**src/rtl/rv_insn_encoder_packer_if.sv**
```systemverilog
// Request/response bundle between a stimulus source and rv_insn_encoder_packer.
// The master drives symbolic instructions and out_ready; the slave returns packed fetch words.
interface rv_insn_encoder_packer_if;
    logic        in_valid;
    logic        in_ready;
    logic [5:0]  in_op;
    logic [4:0]  in_rd;
    logic [4:0]  in_rs1;
    logic [4:0]  in_rs2;
    logic [31:0] in_imm;
    logic        in_cmp_en;
    logic        in_flush;
    logic        out_valid;
    logic        out_ready;
    logic [31:0] out_data;
    logic        out_err;

    modport master (
        output in_valid, in_op, in_rd, in_rs1, in_rs2, in_imm, in_cmp_en, in_flush, out_ready,
        input  in_ready, out_valid, out_data, out_err
    );

    modport slave (
        input  in_valid, in_op, in_rd, in_rs1, in_rs2, in_imm, in_cmp_en, in_flush, out_ready,
        output in_ready, out_valid, out_data, out_err
    );
endinterface

```
**src/rtl/rv_insn_encoder_packer.sv**
```systemverilog
// Encodes symbolic RV32I/RV32C instructions and packs the 16/32-bit encodings into a
// little-endian 32-bit fetch-word stream with a single-entry output register.
module rv_insn_encoder_packer #(
    parameter bit          RVC_EN   = 1'b1,
    parameter logic [15:0] PAD_HALF = 16'h0001
) (
    input logic                     clk,
    input logic                     rst_l,
    rv_insn_encoder_packer_if.slave bus
);

    typedef enum logic [0:0] {StEmpty, StHalf} state_e;

    logic [5:0]  op;
    logic [4:0]  rd, rs1, rs2;
    logic [31:0] imm;
    logic        imm6_ok;

    assign op  = bus.in_op;
    assign rd  = bus.in_rd;
    assign rs1 = bus.in_rs1;
    assign rs2 = bus.in_rs2;
    assign imm = bus.in_imm;
    // Immediate fits a 6-bit signed RVC field, i.e. lies in [-32, 31].
    assign imm6_ok = (&imm[31:5]) | ~(|imm[31:5]);

    logic [31:0] w;
    logic        illegal;

    always_comb begin
        w       = '0;
        illegal = 1'b0;
        case (op)
            6'd0:  w = {imm[31:12], rd, 7'h37};
            6'd1:  w = {imm[31:12], rd, 7'h17};
            6'd2:  w = {imm[20], imm[10:1], imm[11], imm[19:12], rd, 7'h6f};
            6'd3:  w = {imm[11:0], rs1, 3'b000, rd, 7'h67};
            6'd4:  w = {imm[12], imm[10:5], rs2, rs1, 3'b000, imm[4:1], imm[11], 7'h63};
            6'd5:  w = {imm[12], imm[10:5], rs2, rs1, 3'b001, imm[4:1], imm[11], 7'h63};
            6'd6:  w = {imm[12], imm[10:5], rs2, rs1, 3'b100, imm[4:1], imm[11], 7'h63};
            6'd7:  w = {imm[12], imm[10:5], rs2, rs1, 3'b101, imm[4:1], imm[11], 7'h63};
            6'd8:  w = {imm[12], imm[10:5], rs2, rs1, 3'b110, imm[4:1], imm[11], 7'h63};
            6'd9:  w = {imm[12], imm[10:5], rs2, rs1, 3'b111, imm[4:1], imm[11], 7'h63};
            6'd10: w = {imm[11:0], rs1, 3'b010, rd, 7'h03};
            6'd11: w = {imm[11:5], rs2, rs1, 3'b010, imm[4:0], 7'h23};
            6'd12: w = {imm[11:0], rs1, 3'b000, rd, 7'h13};
            6'd13: w = {imm[11:0], rs1, 3'b010, rd, 7'h13};
            6'd14: w = {imm[11:0], rs1, 3'b011, rd, 7'h13};
            6'd15: w = {imm[11:0], rs1, 3'b100, rd, 7'h13};
            6'd16: w = {imm[11:0], rs1, 3'b110, rd, 7'h13};
            6'd17: w = {imm[11:0], rs1, 3'b111, rd, 7'h13};
            6'd18: w = {7'b0000000, imm[4:0], rs1, 3'b001, rd, 7'h13};
            6'd19: w = {7'b0000000, imm[4:0], rs1, 3'b101, rd, 7'h13};
            6'd20: w = {7'b0100000, imm[4:0], rs1, 3'b101, rd, 7'h13};
            6'd21: w = {7'b0000000, rs2, rs1, 3'b000, rd, 7'h33};
            6'd22: w = {7'b0100000, rs2, rs1, 3'b000, rd, 7'h33};
            6'd23: w = {7'b0000000, rs2, rs1, 3'b001, rd, 7'h33};
            6'd24: w = {7'b0000000, rs2, rs1, 3'b010, rd, 7'h33};
            6'd25: w = {7'b0000000, rs2, rs1, 3'b011, rd, 7'h33};
            6'd26: w = {7'b0000000, rs2, rs1, 3'b100, rd, 7'h33};
            6'd27: w = {7'b0000000, rs2, rs1, 3'b101, rd, 7'h33};
            6'd28: w = {7'b0100000, rs2, rs1, 3'b101, rd, 7'h33};
            6'd29: w = {7'b0000000, rs2, rs1, 3'b110, rd, 7'h33};
            6'd30: w = {7'b0000000, rs2, rs1, 3'b111, rd, 7'h33};
            6'd31: w = 32'h0000_0073;
            6'd32: w = 32'h0010_0073;
            6'd33: w = 32'h3020_0073;
            6'd34: w = 32'h1050_0073;
            6'd35: w = {4'b0000, 4'b1111, 4'b1111, rs1, 3'b000, rd, 7'h0f};
            default: illegal = 1'b1;
        endcase
    end

    logic [15:0] c;
    logic        use_c;

    always_comb begin
        c     = '0;
        use_c = 1'b0;
        if (RVC_EN && bus.in_cmp_en) begin
            use_c = 1'b1;
            if (op == 6'd12 && rs1 == 5'd0 && rd != 5'd0 && imm6_ok) begin
                c = {3'b010, imm[5], rd, imm[4:0], 2'b01};
            end else if (op == 6'd12 && rd == rs1 && rd != 5'd0 && imm != 32'd0 && imm6_ok) begin
                c = {3'b000, imm[5], rd, imm[4:0], 2'b01};
            end else if (op == 6'd21 && rd == rs1 && rd != 5'd0 && rs2 != 5'd0) begin
                c = {4'b1001, rd, rs2, 2'b10};
            end else if (op == 6'd21 && rs1 == 5'd0 && rd != 5'd0 && rs2 != 5'd0) begin
                c = {4'b1000, rd, rs2, 2'b10};
            end else if (op == 6'd3 && rd == 5'd0 && rs1 != 5'd0 && imm == 32'd0) begin
                c = {4'b1000, rs1, 5'd0, 2'b10};
            end else if (op == 6'd32) begin
                c = 16'h9002;
            end else begin
                use_c = 1'b0;
            end
        end
    end

    state_e      state_q, state_d;
    logic [15:0] pend_q, pend_d;
    logic        out_valid_q, out_valid_d;
    logic [31:0] out_data_q, out_data_d;
    logic        err_q, err_d;
    logic        accept;

    assign bus.in_ready  = ~out_valid_q | bus.out_ready;
    assign accept        = bus.in_valid & bus.in_ready;
    assign bus.out_valid = out_valid_q;
    assign bus.out_data  = out_data_q;
    assign bus.out_err   = err_q;

    always_comb begin
        state_d     = state_q;
        pend_d      = pend_q;
        out_valid_d = out_valid_q & ~bus.out_ready;
        out_data_d  = out_data_q;
        err_d       = 1'b0;
        if (accept) begin
            if (bus.in_flush) begin
                if (state_q == StHalf) begin
                    out_valid_d = 1'b1;
                    out_data_d  = {PAD_HALF, pend_q};
                    state_d     = StEmpty;
                end
            end else begin
                err_d = illegal;
                // Illegal ops never compress: use_c requires a matched legal op.
                if (use_c) begin
                    if (state_q == StEmpty) begin
                        pend_d  = c;
                        state_d = StHalf;
                    end else begin
                        out_valid_d = 1'b1;
                        out_data_d  = {c, pend_q};
                        state_d     = StEmpty;
                    end
                end else if (state_q == StEmpty) begin
                    out_valid_d = 1'b1;
                    out_data_d  = w;
                end else begin
                    out_valid_d = 1'b1;
                    out_data_d  = {w[15:0], pend_q};
                    pend_d      = w[31:16];
                end
            end
        end
    end

    always_ff @(posedge clk or negedge rst_l) begin
        if (!rst_l) begin
            state_q     <= StEmpty;
            pend_q      <= '0;
            out_valid_q <= 1'b0;
            out_data_q  <= '0;
            err_q       <= 1'b0;
        end else begin
            state_q     <= state_d;
            pend_q      <= pend_d;
            out_valid_q <= out_valid_d;
            out_data_q  <= out_data_d;
            err_q       <= err_d;
        end
    end

endmodule

```
**src/flat_wrapper.sv**
```systemverilog
// flat-port wrapper written by rule: the top's interface ports become plain ports
module rv_insn_encoder_packer_flat 
#(
    parameter bit          RVC_EN   = 1'b1,
    parameter logic [15:0] PAD_HALF = 16'h0001
)
  (clk, rst_l, bus_in_valid, bus_in_op, bus_in_rd, bus_in_rs1, bus_in_rs2, bus_in_imm, bus_in_cmp_en, bus_in_flush, bus_out_ready, bus_in_ready, bus_out_valid, bus_out_data, bus_out_err);
  rv_insn_encoder_packer_if bus_i ();
  input logic clk;
  input logic rst_l;
  input wire logic [$bits(bus_i.in_valid)-1:0] bus_in_valid;
  input wire logic [$bits(bus_i.in_op)-1:0] bus_in_op;
  input wire logic [$bits(bus_i.in_rd)-1:0] bus_in_rd;
  input wire logic [$bits(bus_i.in_rs1)-1:0] bus_in_rs1;
  input wire logic [$bits(bus_i.in_rs2)-1:0] bus_in_rs2;
  input wire logic [$bits(bus_i.in_imm)-1:0] bus_in_imm;
  input wire logic [$bits(bus_i.in_cmp_en)-1:0] bus_in_cmp_en;
  input wire logic [$bits(bus_i.in_flush)-1:0] bus_in_flush;
  input wire logic [$bits(bus_i.out_ready)-1:0] bus_out_ready;
  output wire logic [$bits(bus_i.in_ready)-1:0] bus_in_ready;
  output wire logic [$bits(bus_i.out_valid)-1:0] bus_out_valid;
  output wire logic [$bits(bus_i.out_data)-1:0] bus_out_data;
  output wire logic [$bits(bus_i.out_err)-1:0] bus_out_err;
  assign bus_i.in_valid = bus_in_valid;
  assign bus_i.in_op = bus_in_op;
  assign bus_i.in_rd = bus_in_rd;
  assign bus_i.in_rs1 = bus_in_rs1;
  assign bus_i.in_rs2 = bus_in_rs2;
  assign bus_i.in_imm = bus_in_imm;
  assign bus_i.in_cmp_en = bus_in_cmp_en;
  assign bus_i.in_flush = bus_in_flush;
  assign bus_i.out_ready = bus_out_ready;
  assign bus_in_ready = bus_i.in_ready;
  assign bus_out_valid = bus_i.out_valid;
  assign bus_out_data = bus_i.out_data;
  assign bus_out_err = bus_i.out_err;
  rv_insn_encoder_packer #(.RVC_EN(RVC_EN), .PAD_HALF(PAD_HALF)) u_core (.clk(clk), .rst_l(rst_l), .bus(bus_i));
endmodule
```
**config.mk**
```make
export PLATFORM = sky130hd
export DESIGN_NAME = rv_insn_encoder_packer_flat
export DESIGN_NICKNAME = d
export VERILOG_FILES = /design/src/rtl/rv_insn_encoder_packer_if.sv /design/src/rtl/rv_insn_encoder_packer.sv /design/src/flat_wrapper.sv
export SDC_FILE = /design/constraint.sdc
export NUM_CORES = 1
export LEC_CHECK = 0
export ABC_AREA = 1
export CORE_MARGIN = 8
export CORE_UTILIZATION = 45
export DETAILED_ROUTE_END_ITERATION = 10
export PLACE_DENSITY = 0.85
export SLEW_MARGIN = 20
export SYNTH_ARGS = -nofsm -noshare
export SYNTH_HDL_FRONTEND = slang
export SYNTH_SLANG_ARGS = --single-unit
```
**constraint.sdc**
```tcl
create_clock -name clk -period 1.35 [get_ports clk]
set_input_delay 0.27 -clock clk [delete_from_list [all_inputs] [get_ports clk]]
set_output_delay 0.27 -clock clk [all_outputs]
set_load 0.02 [all_outputs]
```
### Word-level counts from Yosys, hierarchy flattened

Cells that the tools add are included.
Widths: inputs -> output; s select.

* bitwise gates (word level): 8
* reduce and logical (&&, ||, !) cells: 32
* multiplexer cells: 33
* equal/unequal tests: 39

Operator list (count)
* $pmux 32 s36: 1
* $mux 16: 10
* $mux 32: 5
* $eq 6x5->1 const B: 16
* $eq 6x4->1 const B: 8
* $reduce_or 36->1: 1
* $logic_not 32->1: 1
* $reduce_bool 32->1: 1
* $reduce_and 27->1: 1
* $reduce_or 27->1: 1
* $eq 6x3->1 const B: 4
* $eq 6x6->1 const B: 4
* $mux 1: 17
* $logic_and 1x1->1: 16
* $reduce_bool 5->1: 3
* $eq 6x2->1 const B: 2
* $logic_not 5->1: 2
* $eq 6x1->1 const B: 1
* $logic_not 6->1: 1
* $eq 5x5->1: 1
* $ne 2x2->1 const B: 2
* $not 1->1: 4
* $reduce_and 4->1: 1
* $reduce_bool 2->1: 2
* other kinds (5): 7

* logic and storage cells: 117
* input bits: 59
* register bits: 51
* output and inout bits: 35

### Logic depth before layout (Yosys ltp)

Gate-level depths: netlist of run 1.

* word-level depth: 13
* mapped depth: 17
* mapped depth without buffers: 16

### Worst setup path after synthesis of run 1

OpenSTA, ideal clock, no wires.

* kind: input to register
* start: in bus_in_op[1]
* end: reg u_core.out_data_q[19] (netlist: u_core.bus.out_data[19])
* arrival: 1864 ps
* buffers on the path: 3
* setup time: 117 ps
* required time: 1233 ps
* setup slack: -631 ps
* cell stages on the path: 17
* cell sequence: buf_2 > nor2_2 > nand3_2 > nor2_2 > inv_2 > nor2_2 > nand2_1 > nand2_2 > nand3_4 > nand2_4 > inv_2 > buf_6 > buf_6 > nand2_1 > nand2_1 > nand2_1 > nand2_1

* longest elaborated chain between the ends: 13
* elaborated cells on any way between the ends: 72
* those cells by class: eq/ne: 36; mux: 18; reduce/logical: 18

Ends and longest elaborated chain
* start, declared: line flat_wrapper.sv:12 `input wire logic [$bits(bus_i.in_op)-1:0] bus_in_op;`
* $eq 6x2->1: line rv_insn_encoder_packer.sv:33, rv_insn_encoder_packer.sv:90
* $logic_and 1x1->1 (3 in a row): line rv_insn_encoder_packer.sv:90 `end else if (op == 6'd3 && rd == 5'd0 && rs1 != 5'd0 && imm == 32'd0) begin`
* $mux 16: line rv_insn_encoder_packer.sv:90
* $mux 16: line rv_insn_encoder_packer.sv:88 `end else if (op == 6'd21 && rs1 == 5'd0 && rd != 5'd0 && rs2 != 5'd0) begin`
* $mux 16: line rv_insn_encoder_packer.sv:86 `end else if (op == 6'd21 && rd == rs1 && rd != 5'd0 && rs2 != 5'd0) begin`
* $mux 16: line rv_insn_encoder_packer.sv:84 `end else if (op == 6'd12 && rd == rs1 && rd != 5'd0 && imm != 32'd0 && imm6_ok) begin`
* $mux 16: line rv_insn_encoder_packer.sv:82 `if (op == 6'd12 && rs1 == 5'd0 && rd != 5'd0 && imm6_ok) begin`
* $mux 16: line rv_insn_encoder_packer.sv:80 `if (RVC_EN && bus.in_cmp_en) begin`
* $mux 32: line rv_insn_encoder_packer.sv:130 `if (state_q == StEmpty) begin`
* $mux 32: line rv_insn_encoder_packer.sv:129 `if (use_c) begin`
* $mux 32: line rv_insn_encoder_packer.sv:120 `if (bus.in_flush) begin`
* end signal, assigned: line rv_insn_encoder_packer.sv:161 `out_data_q <= out_data_d;`
* end, declared: line rv_insn_encoder_packer.sv:103 `logic [31:0] out_data_q, out_data_d;`

Several ways; a longest one is shown, not always the timed one. The select of a mux whose other input is x is not followed.
A chain may end at the register's enable or synchronous reset.

### Final worst setup path of run 1

* start: in bus_in_op[1]
* end: reg u_core.out_data_q[20] (netlist: u_core.bus.out_data[20])

Same word-level chain as after synthesis.

==> key figures, run 1 <==
Outcome
  • Status: finished with violations
  • Failing checks: negative setup slack

Timing
  • Hold Vio Cnt, Final: 0
  • Final Skew: roughly 0.014 ns
  • Final worst slack: -0.531 ns
  • Relative slew slack: 71.7%
  • Unrepaired setup endpoints after global routing: true
  • Worst slew pin tran: 0.422 ns
  • Final Critical Period: 1.88 ns
  • Final max-slew violation count: 0
  • Final setup fails: 51
  • Maximum clock frequency: roughly 0.53 GHz
  • Period utilisation layout: 139%

Detailed routing
  • Post-detailed-routing wire length: between 20 and 25 mm
  • Number of remaining DRC errors: 0
  • Initial drt markers: 689
  • Routed len/inst: 18.0 um
  • Via count: 6809
  • Post-DR vias/cell: 5.72
  • Routed Antenna Nets: 0
  • Pre-Repair DR Iteration Count: 5

CTS
  • Clock transition at path regs: 0.10 ns
  • CTS Buf Count: 5
  • Max Root-Sink Buffers: 2
  • CTS tree: built
  • CTS Root Cell: clkbuf_8
  • CTS sink cnt: 51
  • Clock latency on the worst-skew pair: 0.32 ns
  • H-tree depth: 2

Placed design
  • IO buf count: 93
  • Gpl congestion: between 1 and 1.5
  • DP Wirelength: 14.4 mm
  • Post-DP Area: 0.00685 mm^2

GRT
  • Initial antenna violation count: 0
  • Vias in the first global route: ~6300
  • Largest net degree at the start of global routing: 52
  • First-pass GRT wire length: 30.4 mm
  • Gr ovfl total: 0
  • GR Util All Layers: about 28%

Synthesis
  • Synth Flop Type: dfrtp_1
  • Post-Syn Area: 0.00446 mm^2
  • Unique masters post-synth: 32
  • Asr flop ratio synth: 100%
  • Synth warnings: 0
  • #FFs+latches synth: 51
  • Syn Inst Count: just under 800
  • Post-synth EDFFs: 0
  • Syn Nets: just over 800
  • Seq/Total Area, Yosys: 28.6%
  • Mean Syn Cell Area: 5.78 um^2

Worst setup path
  • Crit Path Max Fanout: 5
  • Worst Path Class, Setup: in -> reg
  • Worst setup EP type: flop
  • CP startpoint kind: input port
  • R2R cell count: 8
  • CP arrival: ~2.2 ns
  • Required @ worst endpoint: 1.61 ns

Pwr
  • Leakage: 0.00428 uW
  • P per Cell Area: 838 mW/mm^2
  • Switching Fraction: 43.2%
  • Part of the power in registers: around 34%
  • Peak supply drop: about 0.63 mV
  • Clock share of power: 14.7%
  • Combinational fraction of design power: 51.2%
  • Int Pwr: 3740 uW
  • Switching power: 2840 uW

Cells and area
  • Nets: approximately 1100
  • Utilization after layout: 81.1%
  • Area growth syn-to-layout: 76.0%
  • Final design instance area without fill: 0.00786 mm^2
  • Fillers: 628
  • Share of layout cells above drive strength 1: 44.4%

Floorplan
  • Core area: 0.00968 mm^2
  • Ports: 94
  • Initial Utilization: a little under half
  • Die W: between 100 and 150 um
  • Chip height: 116 um
  • Full die area: 0.0134 mm^2
  • Rows: 36

Min path
  • Hold Crit Class: in -> async

Job
  • Total of max-cap violations: 0
## power groups by stage
| stage | clock network, uW | registers [uW] | logic [uW] |
|---|---|---|---|
| 2_1_floorplan | 0 | 2450 | 1140 |
| 3_3_place_gp | 0 | 2160 | 2850 |
| 3_5_place_dp | 0 | 2180 | 2930 |
| 4_1_cts | 947 | 2160 | 2880 |
| 5_1_grt | 1010 | 2280 | 3570 |
| 6_report | 964 | 2250 | 3370 |
## cells in the mapped netlist, drive strengths merged (8+ instances only)
cell | count | share of area [%]
a21oi | 18 | 2.2
buf | 13 | 2.0
clkbuf | 10 | 0.84
dfrtp | 51 | 29
inv | 74 | 6.2
nand2 | 372 | 32
nand3 | 51 | 6.3
nand4 | 39 | 5.5
nor2 | 81 | 7.8
nor3 | 8 | 0.90
o211ai | 9 | 1.5
o21ai | 29 | 3.5
## critical path, cell delays in order
cell	delay (ns)
buf_2	0.20
inv_2	0.11
nor2_2	0.17
nand3_2	0.12
nand3_4	0.11
nor2_4	0.04
buf_4	0.13
buf_4	0.12
buf_4	0.13
nand2_1	0.10
nor2_1	0.09
o21ai_0	0.26
nand2_1	0.10
nand2_1	0.09
nand2_1	0.05
nand2_1	0.06
## registers in the layout (all words and copies together) (netlist names)
register / cells
u_core.bus.out_err: 1
u_core.bus.out_valid: 1
u_core.bus.out_data: 32
u_core.state_q: 1
u_core.pend_q: 16
## layout make-up
type                            count  area, um^2  area share, %
Antenna cell                        1        2.50         0.0319
Clock buffer                        6        82.6           1.05
Clock inverter                      2        16.3          0.207
Inverter                           75         310           3.95
Multi-Input combinational cell    625        3520           44.8
Sequential cell                    51        1280           16.2
Tap cell                          133         166           2.12
Timing Repair Buffer              297        2480           31.6
Timing Repair inverter              1        5.00         0.0637
## metal layers
| layer | up-vias | GRT usage, % | part of all wire (%) |
|---|---|---|---|
| met5 | - | 0 | 0 |
| met4 | 0 | 13.4 | 7.1 |
| met3 | 157 | 5.68 | 10 |
| met2 | 536 | 48.6 | 47 |
| met1 | 3077 | 33.1 | 35 |
| li1 | 3039 | - | - |
## cells by family (layout without fill, tap and decap cells)
logic type / Yosys count / count (layout) / share of synthesized area (%)
AO/OA/AOI/OAI: 66 / 66 / 8.94
XOR/XNOR: 1 / 1 / 0.196
buffers and inverters: 98 / 381 / 9.16
flip-flops: 51 / 51 / 28.6
other: 0 / 1 / 0
AND/OR/NAND/NOR: 556 / 558 / 53.1
## final timing paths
path | to | start | slack, ns
max | u_core.bus.out_data[20] | bus_in_op[1] | -0.53
min | u_core.bus.out_data[16] | rst_l | 0.48
max reg2reg | u_core.bus.out_data[26] | u_core.bus.out_valid | -0.26
min reg2reg | u_core.bus.out_data[16] | u_core.bus.out_data[16] | 0.49
max in group asynchronous | u_core.bus.out_data[14] | rst_l | 0.64
min in group clk | u_core.bus.out_data[16] | u_core.bus.out_data[16] | 0.49
## timing repair
item | 4_1_cts | 5_1_grt
endpoints found under the hold margin | 51 | 0
cloned | 4 | 2
gates resized for setup | 325 | 190
hold buffers | 1 | 0
buffers inserted | 15 | 14
pin swaps | 73 | 83
endpoints found under the setup margin | 86 | 53
## per-stage QoR
| stage | TNS (ns) | power (uW) | std cells | hold slack (ns) | setup WS (ns) |
|---|---|---|---|---|---|
| finish | -22.43 | 6580 | 1191 | 0.480 | -0.531 |
| global route | -26.46 | 6860 | 1190 | 0.517 | -0.615 |
| CTS | -18.80 | 6000 | 1175 | 0.474 | -0.417 |
| detailed placement | -60.44 | 5100 | 1147 | 0.281 | -1.27 |
| global placement | -58.69 | 5010 | 1147 | 0.273 | -1.21 |
| floorplan | -22.63 | 3590 | 772 | -0.0256 | -0.528 |
## cell usage in the layout (no fill, tap or decap), types with 6 or more instances in the layout
| cell type | netlist | routed |
|---|---|---|
| nand3_4 | 1 | 11 |
| buf_4 | 5 | 185 |
| clkdlybuf4s15_1 | 0 | 8 |
| nor3_1 | 8 | 6 |
| o21ai_1 | 3 | 8 |
| inv_1 | 65 | 49 |
| nor2_2 | 5 | 20 |
| nand2_1 | 364 | 274 |
| nand3_1 | 47 | 29 |
| buf_2 | 6 | 22 |
| dlygate4sd2_1 | 0 | 27 |
| o21ai_0 | 25 | 17 |
| nand3_2 | 3 | 13 |
| nor2_1 | 72 | 44 |
| nand4_1 | 39 | 39 |
| dfrtp_1 | 51 | 51 |
| nand2_2 | 7 | 77 |
| a21oi_1 | 16 | 12 |
| buf_6 | 2 | 35 |
| clkbuf_8 | 0 | 6 |
| o211ai_1 | 9 | 9 |
| inv_2 | 9 | 18 |
| nor2_4 | 4 | 17 |
| nand2_4 | 1 | 20 |
Power figures use the tool's default switching activity.
==> run 2, diff against run 1 <==
DONT_BUFFER_PORTS = 1   (was unset)
PLACE_DENSITY = 0.72   (was 0.85)
==> key figures, run 2 (same netlist as run 1, synthesis figures left out) <==
Timing
  • Final max-slew violation count: 0 (unchanged)
  • Worst slew pin tran: 0.548 ns (+0.125 ns)
  • Final setup fails: 50 (-2.0%)
  • Unrepaired setup endpoints after global routing: true
  • Final Skew: 0.0147 ns (+0.000545 ns)
  • Hold Vio Cnt, Final: 51 (+51)
  • Final Critical Period: 1.68 ns (-0.203 ns)
  • Relative slew slack: 63.3% (-8.4 points)
  • Period utilisation layout: 124% (-15 points)
  • Final worst slack: -0.329 ns (+0.203 ns)
  • Maximum clock frequency: 0.596 GHz (+12%)
  • WHS: -0.369 ns (-0.849 ns)

Detailed routing
  • Pre-Repair DR Iteration Count: 7 (+2)
  • Number of remaining DRC errors: 0 (unchanged)
  • Post-detailed-routing wire length: 19.3 mm (-10%)
  • Initial drt markers: 525 (-24%)
  • Post-DR vias/cell: 5.64 (-1.3%)
  • Routed len/inst: 18.4 um (+2.1%)
  • Routed Antenna Nets: 0 (unchanged)
  • Via count: 5918 (-13%)

Cells and area
  • Nets: 974 (-13%)
  • Final cell count without fillers: 1049 (-12%)
  • Max reg flops: 32 (unchanged)
  • Commonest cells after routing, fill and taps aside: nand2_1, buf_4, inv_1
  • Area growth syn-to-layout: 50.0%
  • Leading cell type in the layout, fill and taps excluded: nand2_1
  • Fillers: 828 (+32%)
  • Ant diodes: 0 (-1)
  • Share of layout cells above drive strength 1: 36.0% (-8.3 points)

CTS
  • Clock transition at path regs: 0.10 ns (about the same)
  • CTS Root Cell: clkbuf_8
  • CTS sink cnt: 51 (unchanged)
  • CTS Buf Count: 5 (unchanged)
  • H-tree depth: 2 (unchanged)
  • Max Root-Sink Buffers: 2 (unchanged)
  • CTS tree: built
  • Clock latency on the worst-skew pair: 0.32 ns (about the same)

Pwr
  • Leakage: 0.00360 uW (-16%)
  • Design Power: 6030 uW (-8.3%)
  • Peak supply drop: 0.783 mV (+25%)
  • P per Cell Area: 901 mW/mm^2 (+7.6%)

Placed design
  • DP Wirelength: 14.0 mm (-3.0%)
  • IO buf count: 0 (-100%)
  • Cells after DPL: 1007 (-12%)
  • Gpl congestion: 0.978 (-4.5%)

Worst setup path
  • R2r setup slk: -0.28 ns (-0.02 ns)
  • Worst Path Class, Setup: in -> reg
  • R2R cell count: 5 (-3)
  • Crit Path Max Fanout: 7 (+2)
  • Reg2Reg Capture Point: u_core.bus.out_data[11]
  • Worst setup EP type: flop
  • CP arrival: 1.93 ns (-0.22 ns)
  • CP startpoint kind: input port
  • Reg2reg start: u_core.state_q
  • Required @ worst endpoint: 1.60 ns (about the same)

GRT
  • First-pass GRT wire length: 28.9 mm (-5.0%)
  • Largest net degree at the start of global routing: 52 (unchanged)
  • GR Util All Layers: 27.4% (-0.85 points)
  • Gr ovfl total: 0 (unchanged)
  • Vias in the first global route: 5668 (-10%)
  • Initial antenna violation count: 0 (unchanged)

Outcome
  • Status: finished with violations
  • Failing checks: negative hold slack, negative setup slack

Floorplan
  • Core area: 0.00968 mm^2 (unchanged)
  • Die W: 116 um (unchanged)
  • Initial Utilization: 46.1% (unchanged)
  • Ports: 94 (unchanged)
  • Full die area: 0.0134 mm^2 (unchanged)
  • Chip height: 116 um (unchanged)
  • Rows: 36 (unchanged)

Job
  • Total of max-cap violations: 0 (unchanged)

Min path
  • Hold Crit Class: in -> async
==> run 2: cell types whose count changed in the layout (fill, tap and decap cells not counted), sizes merged, moves of 2 or more <==
| cell | delta |
|---|---|
| clkdlybuf4s50 | -4 |
| dlygate4sd2 | -27 |
| clkinvlp | -3 |
| bufinv | +2 |
| clkbuf | -5 |
| clkdlybuf4s15 | -8 |
| buf | -98 |
==> run 2: critical path, cell delays in order <==
cell	delay, ns
nor2_4	0.17
nand3_4	0.14
nor2_4	0.11
inv_2	0.05
nor2_4	0.09
nand2_2	0.07
nand2_4	0.09
nand3_4	0.18
nand3_4	0.16
nand2_4	0.06
nor2_4	0.20
clkbuf_16	0.21
nand2_2	0.05
o21ai_1	0.07
==> run 2: per-layer routing <==
layer	part of all wire, %	track usage (%)	routed length, um	vias to the layer above
li1	-	-	-	2761
met1	38	32.8	7250	2744
met2	47	45.0	9130	343
met3	10	7.09	1990	70
met4	4.6	13.2	892	0
met5	0	0	0	-
==> run 2: cell type report <==
cell class / count / area, um^2 / share of cell area (%)
tap: 133 / 166 / 2.49
timing repair buffer: 155 / 1350 / 20.2
clock buffer: 6 / 72.6 / 1.08
sequential: 51 / 1280 / 19.1
multi-input combinational: 627 / 3470 / 51.8
clock inverter: 2 / 60.1 / 0.897
inverter: 75 / 302 / 4.50
==> run 2: timing repair <==
item,4_1_cts,5_1_grt
setup buffers,18,10
resized for setup,64,131
hold endpoints to repair,51,52
endpoints found under the setup margin,51,51
pin swaps,38,63
gates cloned,5,2
==> run 2: how the worst max path moves through the flow <==
stage	endpoint	start	depth (start not counted)	slack [ns]
2_1_floorplan	u_core.bus.out_data[19]	bus_in_op[1]	17	-0.53
5_1_grt	u_core.bus.out_data[19]	bus_in_imm[6]	15	-0.40
4_1_cts	u_core.pend_q[14]	bus_in_rd[3]	15	-0.23
3_5_place_dp	u_core.bus.out_data[30]	bus_in_imm[12]	15	-0.81
6_report	u_core.pend_q[4]	bus_in_op[5]	14	-0.33
3_3_place_gp	u_core.bus.out_data[30]	bus_in_imm[12]	15	-0.78
==> run 2: report_power, final <==
part	switching (uW)	internal (uW)
combinational	1270	944
clock	529	741
sequential	620	1930
==> run 2: per-stage QoR <==
step | TNS, ns | area (um^2) | setup WS (ns) | hold slack [ns] | utilization [%]
2_1_floorplan | -22.63 | 4580 | -0.528 | -0.0256 | -
4_1_cts | -9.15 | 6110 | -0.233 | -0.369 | 63.1
3_3_place_gp | -33.98 | 5540 | -0.782 | -0.0239 | 57.2
6_report | -13.35 | 6700 | -0.329 | -0.369 | 69.1
5_1_grt | -17.60 | 6700 | -0.403 | -0.378 | 69.1
3_5_place_dp | -34.29 | 5540 | -0.806 | -0.0241 | 57.2
